==> config.mk <==
export PLATFORM = sky130hd
export DESIGN_NAME = ntt_stage_ctrl
export DESIGN_NICKNAME = d
export VERILOG_FILES = /design/src/rtl/ntt_stage_ctrl.sv
export SDC_FILE = /design/constraint.sdc
export NUM_CORES = 1
export LEC_CHECK = 0
export BUFFER_PORTS_ARGS = -buffer_cell sky130_fd_sc_hd__buf_2
export CELL_PAD_IN_SITES_DETAIL_PLACEMENT = 0
export CELL_PAD_IN_SITES_GLOBAL_PLACEMENT = 1
export CORE_MARGIN = 2
export CORE_UTILIZATION = 41
export DETAILED_ROUTE_END_ITERATION = 16
export HOLD_SLACK_MARGIN = 0.02
export MAX_ROUTING_LAYER = met4
export PLACE_DENSITY = 0.76
export SLEW_MARGIN = 30
export SYNTH_ARGS = -nofsm -noshare
export SYNTH_HDL_FRONTEND = slang
export SYNTH_SLANG_ARGS = --single-unit
export TNS_END_PERCENT = 5
==> constraint.sdc <==
create_clock -name clk -period 2.21 [get_ports clk]
set_input_delay 0 -clock clk [delete_from_list [all_inputs] [get_ports clk]]
set_output_delay 0 -clock clk [all_outputs]
set_load 0.005 [all_outputs]
==> src/rtl/ntt_stage_ctrl.sv <==
// Stage sequencer for one NTT: issues N_LOG2 butterfly stages, checks the address
// generator's end-of-stage flag, drains the butterfly pipeline and ping-pongs the banks.
module ntt_stage_ctrl #(
  parameter int N_LOG2  = 8,
  parameter int BFU_LAT = 4
) (
  input  logic              clk,
  input  logic              rst_n,
  input  logic              start,
  input  logic              hold,
  input  logic              agen_last,
  output logic              busy,
  output logic              done,
  output logic              stage_start,
  output logic              agen_en,
  output logic [3:0]        stage,
  output logic              bank_sel,
  output logic [N_LOG2-1:0] rom_base,
  output logic              err
);

  localparam int CW = N_LOG2 - 1;
  localparam logic [CW-1:0]     BFLY_LAST  = '1;  // N/2-1 is all ones in CW bits
  localparam logic [3:0]        DRN_LAST   = 4'(BFU_LAT - 1);
  localparam logic [3:0]        STAGE_LAST = 4'(N_LOG2 - 1);
  localparam logic [N_LOG2-1:0] ROM_ONE    = {{(N_LOG2-1){1'b0}}, 1'b1};

  typedef enum logic [2:0] {
    S_IDLE,
    S_ISSUE,
    S_RUN,
    S_DRAIN,
    S_DONE
  } state_t;

  state_t            state_reg;
  logic [CW-1:0]     bfly_cnt_reg;
  logic [3:0]        drn_cnt_reg;
  logic [3:0]        stage_reg;
  logic              bank_sel_reg;
  logic [N_LOG2-1:0] rom_base_reg;
  logic              err_reg;
  logic              busy_reg;
  logic              done_reg;
  logic              stage_start_reg;
  logic              bfly_at_last;

  assign bfly_at_last = (bfly_cnt_reg == BFLY_LAST);

  always_ff @(posedge clk) begin
    if (!rst_n) begin
      state_reg       <= S_IDLE;
      bfly_cnt_reg    <= '0;
      drn_cnt_reg     <= '0;
      stage_reg       <= '0;
      bank_sel_reg    <= 1'b0;
      rom_base_reg    <= ROM_ONE;
      err_reg         <= 1'b0;
      busy_reg        <= 1'b0;
      done_reg        <= 1'b0;
      stage_start_reg <= 1'b0;
    end else begin
      done_reg        <= 1'b0;
      stage_start_reg <= 1'b0;
      case (state_reg)
        S_IDLE: begin
          if (start) begin
            state_reg       <= S_ISSUE;
            stage_reg       <= '0;
            bank_sel_reg    <= 1'b0;
            rom_base_reg    <= ROM_ONE;
            bfly_cnt_reg    <= '0;
            err_reg         <= 1'b0;
            busy_reg        <= 1'b1;
            stage_start_reg <= 1'b1;
          end
        end
        S_ISSUE: begin
          state_reg <= S_RUN;
        end
        S_RUN: begin
          // The count alone ends the stage; agen_last only feeds the error flag.
          if (!hold) begin
            if (agen_last != bfly_at_last) begin
              err_reg <= 1'b1;
            end
            if (bfly_at_last) begin
              state_reg    <= S_DRAIN;
              bfly_cnt_reg <= '0;
              drn_cnt_reg  <= '0;
            end else begin
              bfly_cnt_reg <= bfly_cnt_reg + 1'b1;
            end
          end
        end
        S_DRAIN: begin
          if (drn_cnt_reg == DRN_LAST) begin
            bank_sel_reg <= ~bank_sel_reg;
            if (stage_reg == STAGE_LAST) begin
              state_reg <= S_DONE;
              done_reg  <= 1'b1;
            end else begin
              state_reg       <= S_ISSUE;
              stage_reg       <= stage_reg + 1'b1;
              rom_base_reg    <= rom_base_reg << 1;
              stage_start_reg <= 1'b1;
            end
          end else begin
            drn_cnt_reg <= drn_cnt_reg + 1'b1;
          end
        end
        S_DONE: begin
          state_reg <= S_IDLE;
          busy_reg  <= 1'b0;
        end
        default: begin
          state_reg <= S_IDLE;
          busy_reg  <= 1'b0;
        end
      endcase
    end
  end

  assign agen_en     = (state_reg == S_RUN) & ~hold;
  assign busy        = busy_reg;
  assign done        = done_reg;
  assign stage_start = stage_start_reg;
  assign stage       = stage_reg;
  assign bank_sel    = bank_sel_reg;
  assign rom_base    = rom_base_reg;
  assign err         = err_reg;

endmodule

Word level (Yosys, flattened, before mapping)
Cells that the tools add are included.

word-level totals
  register bits = 31
  input port bits = 5
  output and inout bits = 18
  logic and storage cells = 79

operators by class
  $add $sub $neg = 3
  eq/ne operators = 14
  muxes and demuxes = 35
  bitwise logic cells = 4
  reductions and logical operators = 13

operators by type and width
  cell                                           number
  2-to-1 mux 4 bit                               6
  2-to-1 mux 8 bit                               3
  2-to-1 mux 7 bit                               3
  case mux 4 bit (2 select lines)                2
  case mux 8 bit (2 select lines)                1
  AND reduction 4 bit                            4
  2-to-1 mux 3 bit                               5
  inequality test 2 bit, second input constant   7
  case mux 7 bit (2 select lines)                1
  case mux 3 bit (4 select lines)                1
  2-to-1 mux 1 bit                               9
  AND reduction 3 bit                            3
  adder 4 x 1 -> 4 bit, second input constant    2
  case mux 1 bit (2 select lines)                4
  adder 7 x 1 -> 7 bit, second input constant    1
  == test 7 bit, second input constant           1
  == test 3 x 2 -> 1 bit, second input constant  2
  nonzero test 2 bit                             3
  == test 4 x 2 -> 1 bit, second input constant  1
  == test 4 x 3 -> 1 bit, second input constant  1
  == test 3 x 1 -> 1 bit, second input constant  1
  zero test 3 bit                                1
  inverter 1 bit                                 3
  OR reduction 3 bit                             1
  other kinds (3)                                3

Longest topological paths before layout
  word-level depth = 5
  depth in mapped cells = 6
  mapped depth without buffers = 5

Worst setup path before layout
Ideal clock, no wire load.

  kind = register -> register
  start point = register drn_cnt_reg[0]
  end point = register stage_reg[2] (netlist: stage[2])
  library setup time = 0.116 ns
  data arrival time = 1.444 ns
  data required time = 2.094 ns
  path slack = 0.650 ns
  cell stages (with the launch flop) = 6
  period minus slack after synthesis = 1.560 ns
  path through = dfxtp_1 > ha_1 > nor3b_2 > o21bai_1 > o311a_1 > a31o_2

on the way
  longest elaborated chain between the ends = 3

RTL lines
  what                             line  text
  from (decl)                      38    logic [3:0] drn_cnt_reg;
  from (signal assigned)           109   drn_cnt_reg <= drn_cnt_reg + 1'b1;
  == test 4 x 2 -> 1 bit           97    if (drn_cnt_reg == DRN_LAST) begin
  inequality test 2 bit (no line)  -
  AND reduction 4 bit (no line)    -
  to (signal assigned)             104   stage_reg <= stage_reg + 1'b1;
  to (decl)                        39    logic [3:0] stage_reg;

Every way passes these cells.
A chain may end at the register's enable or synchronous reset.

Final worst setup path
  start point = register stage_reg[0] (netlist: stage[0])
  end point = register stage_reg[2] (netlist: stage[2])

on the way
  longest elaborated chain between the ends = 4

RTL lines
  what                             line  text
  adder 4 x 1 -> 4 bit             104
  2-to-1 mux 4 bit                 99    if (stage_reg == STAGE_LAST) begin
  2-to-1 mux 4 bit                 97
  case mux 4 bit (2 select lines)  65    case (state_reg)

Parallel ways exist; a longest one is shown, timed or not. The select of a mux whose other input is x is not followed.

==> results.sh <==
export IMPL_wl_met3_um=121
export IMPL_wirelength_um=2870
export IMPL_cap_violations=0
export IMPL_largest_register_ffs=8
export IMPL_cp_end_kind="register"
export IMPL_drt_first_pass_iters=4
export IMPL_rsz0062_at_grt="no"
export IMPL_peakVddDrop_mv=0.329
export IMPL_yosysTopAreaCell="dfxtp_1"
export IMPL_cts_resized=0
export IMPL_netlist_instances=150
export IMPL_ys_warn_count=0
export IMPL_critPathKind="register to register"
export IMPL_gp_congestion=0.855
export IMPL_arrival_ns=2.07
export IMPL_design_core_area_sq_um=3280
export IMPL_synth_cell_area_sq_um=1370
export IMPL_yosysTopAreaCellShare_pct=45.2
export IMPL_start_kind="register"
export IMPL_cts_setup_buffers=0
export IMPL_ys_async_sr_fraction_pct=0
export IMPL_wl_met1_um=1380
export IMPL_drtIter0Drc=49
export IMPL_r2r_end="stage[2]"
export IMPL_fin_nets=188
export IMPL_cts_hold_buf=2
export IMPL_routed_via_count=1182
export IMPL_clk_latency_ns=0.33
export IMPL_period_share_pct=82.9
export IMPL_wl_per_cell_um=12.7
export IMPL_pwr_density_cell_nw_per_um2=708
export IMPL_required_ns=2.44
export IMPL_die_h_um=61.9
export IMPL_synthMuxAreaShare_pct=0
export IMPL_cts_root_buffer="clkbuf_4"
export IMPL_maxSlewHeadroom_pct=67.3
export IMPL_drive_above_1_share_pct=24.9
export IMPL_setup_viol=0
export IMPL_antenna_left=0
export IMPL_cts_htree_levels=2
export IMPL_die_w_um=61.9
export IMPL_syn_num_nets=158
export IMPL_dp_hpwl_um=2090
export IMPL_rr_worst_depth=6
export IMPL_tns_ns=0
export IMPL_num_antenna_cells=0
export IMPL_yosys_area_share_simple_pct=25.0
export IMPL_design_area_sq_um=1650
export IMPL_grt_usage_pct=17.5
export IMPL_route_detailed_drc=0
export IMPL_grt_overflow=0
export IMPL_synth_top_family_by_area="simple AND/OR/NAND/NOR gates"
export IMPL_place_area_sq_um=1540
export IMPL_synth_fa_ha_area_share_pct=2.73
export IMPL_synth_cell_types=43
export IMPL_synth_area_top_cells="dfxtp_1 (45%), nand2_1 (6.0%), o22ai_1 (4.6%), nor2_1 (4.1%), xnor2_1 (3.2%)"
export IMPL_antenna_found_initial=0
export IMPL_portBuffers=22
export IMPL_tightestPinTransition_ns=0.489
export IMPL_dieArea_sq_um=3830
export IMPL_num_io_pins=23
export IMPL_route_met2_wl_um=1330
export IMPL_leakage_uw=0.000640
export IMPL_hold_class="primary input to register"
export IMPL_synth_avg_cell_area_sq_um=9.15
export IMPL_clockBufferDepth=2
export IMPL_cts_buffers=5
export IMPL_grt_pass1_wl_um=4620
export IMPL_critPathMaxFanout=11
export IMPL_synthFlopType="dfxtp_1"
export IMPL_grt_start_max_net_pins=21
export IMPL_hold_viol=0
export IMPL_synth_edf_count=0
export IMPL_cts_tree="done"
export IMPL_rr_startpoint="stage[0]"
export IMPL_ys_seq_elements=31
export IMPL_via_per_inst=5.21
export IMPL_crit_path_end="stage[2]"
export IMPL_yosysSeqAreaShare_pct=45.2
export IMPL_clk_pin_slew_worst_paths_ns=0.10
export IMPL_rows=21
export IMPL_route_top_layer_used="met4"
export IMPL_grt_pass1_vias=1024
export IMPL_max_clock_freq_ghz=0.546
export IMPL_period_minus_slack_ns=1.83
export IMPL_synth_compound_gate_area_share_pct=18.7
export IMPL_status="completed"
export IMPL_crit_start="stage[0]"
export IMPL_fillers=321
export IMPL_finalClockSkew_ns=0.0128
export IMPL_synth_xor_area_share_pct=5.74
export IMPL_start_util_pct=41.8
export IMPL_slew_violations=0
export IMPL_rrSetupSlack_ns=0.38
export IMPL_numClockSinks=31
export IMPL_syn_to_final_growth_pct=20.1
==> synth_stat cells, drive strengths merged, types with 3 or more instances <==
cell type	count
nor3b	4
nand3	4
xor2	4
buf	3
nand2b	3
xnor2	5
nand2	22
inv	4
o21ai	9
nor2	15
o22ai	10
dfxtp	31
ha	3
==> how the worst min path moves through the flow <==
stage,startpoint,endpoint,cells after the start
floorplan,rst_n,stage[3],2
global placement,agen_last,err,3
detailed placement,agen_last,err,3
global route,rst_n,state_reg[0],2
finish,rst_n,state_reg[0],2
CTS,rst_n,state_reg[0],2
==> metrics by stage <==
stage	power, uW	utilization [%]	cells	hold slack (ns)	setup WS, ns
floorplan	678	-	150	0.177	0.650
global placement	713	46.9	217	0.344	0.518
detailed placement	715	46.9	217	0.350	0.443
CTS	1190	50.2	227	0.0470	0.389
global route	1220	50.2	227	0.0609	0.235
finish	1170	50.2	227	0.0668	0.378
==> critical path, cell delays in order (launching register included) <==
cell and delay [ns]:
dfxtp_1 0.41, ha_1 0.22, nand3b_1 0.16, a31oi_1 0.43, nor2_1 0.10, buf_4 0.19
a31o_2 0.23
==> cell usage in the layout (no fill, tap or decap), types with 2 or more instances in the layout <==
master,n
dfxtp_1,31
nand2_1,22
buf_2,22
nor2_1,15
o22ai_1,10
xnor2_1,5
clkbuf_4,5
inv_1,4
nand3_1,4
xor2_1,4
o21ai_0,4
o21ai_2,3
ha_1,3
buf_4,3
nor2b_1,2
or3_1,2
o21ai_1,2
nor3b_2,2
nand3b_1,2
nor3b_1,2
nand2b_1,2
and2_1,2
a21oi_1,2
a2111oi_2,2
nand4_1,2
a211oi_1,2
dlygate4sd3_1,2
==> power by group <==
part	switching (uW)	internal [uW]	total [uW]
clock network	194	267	462
logic	67.4	47.0	114
registers	17.8	573	591
==> area by class of cell <==
class	count	area (sq um)	share of cell area, %
tap	46	57.6	3.49
timing repair buffer	27	153	9.26
clock buffer	6	51.3	3.11
clock inverter	2	35.0	2.13
multi-input combinational	111	716	43.4
inverter	4	15.0	0.911
sequential	31	621	37.7
==> logic make-up (layout without fill, tap and decap cells) <==
family                     count (synthesis)  count (layout)
xor gates and xnor gates                   9               9
buffers and inverters                      8              39
DFF                                       31              31
and+or+nand+nor                           64              64
adders and majority gates                  3               3
AOI/OAI and AO/OA                         35              35
==> per-layer routing <==
metal,track usage [%],up-vias
met5,-,-
met4,7.29,0
met2,25.7,20
met3,6.83,6
met1,21.3,557
li1,-,599
(Power assumes the default switching activity.)
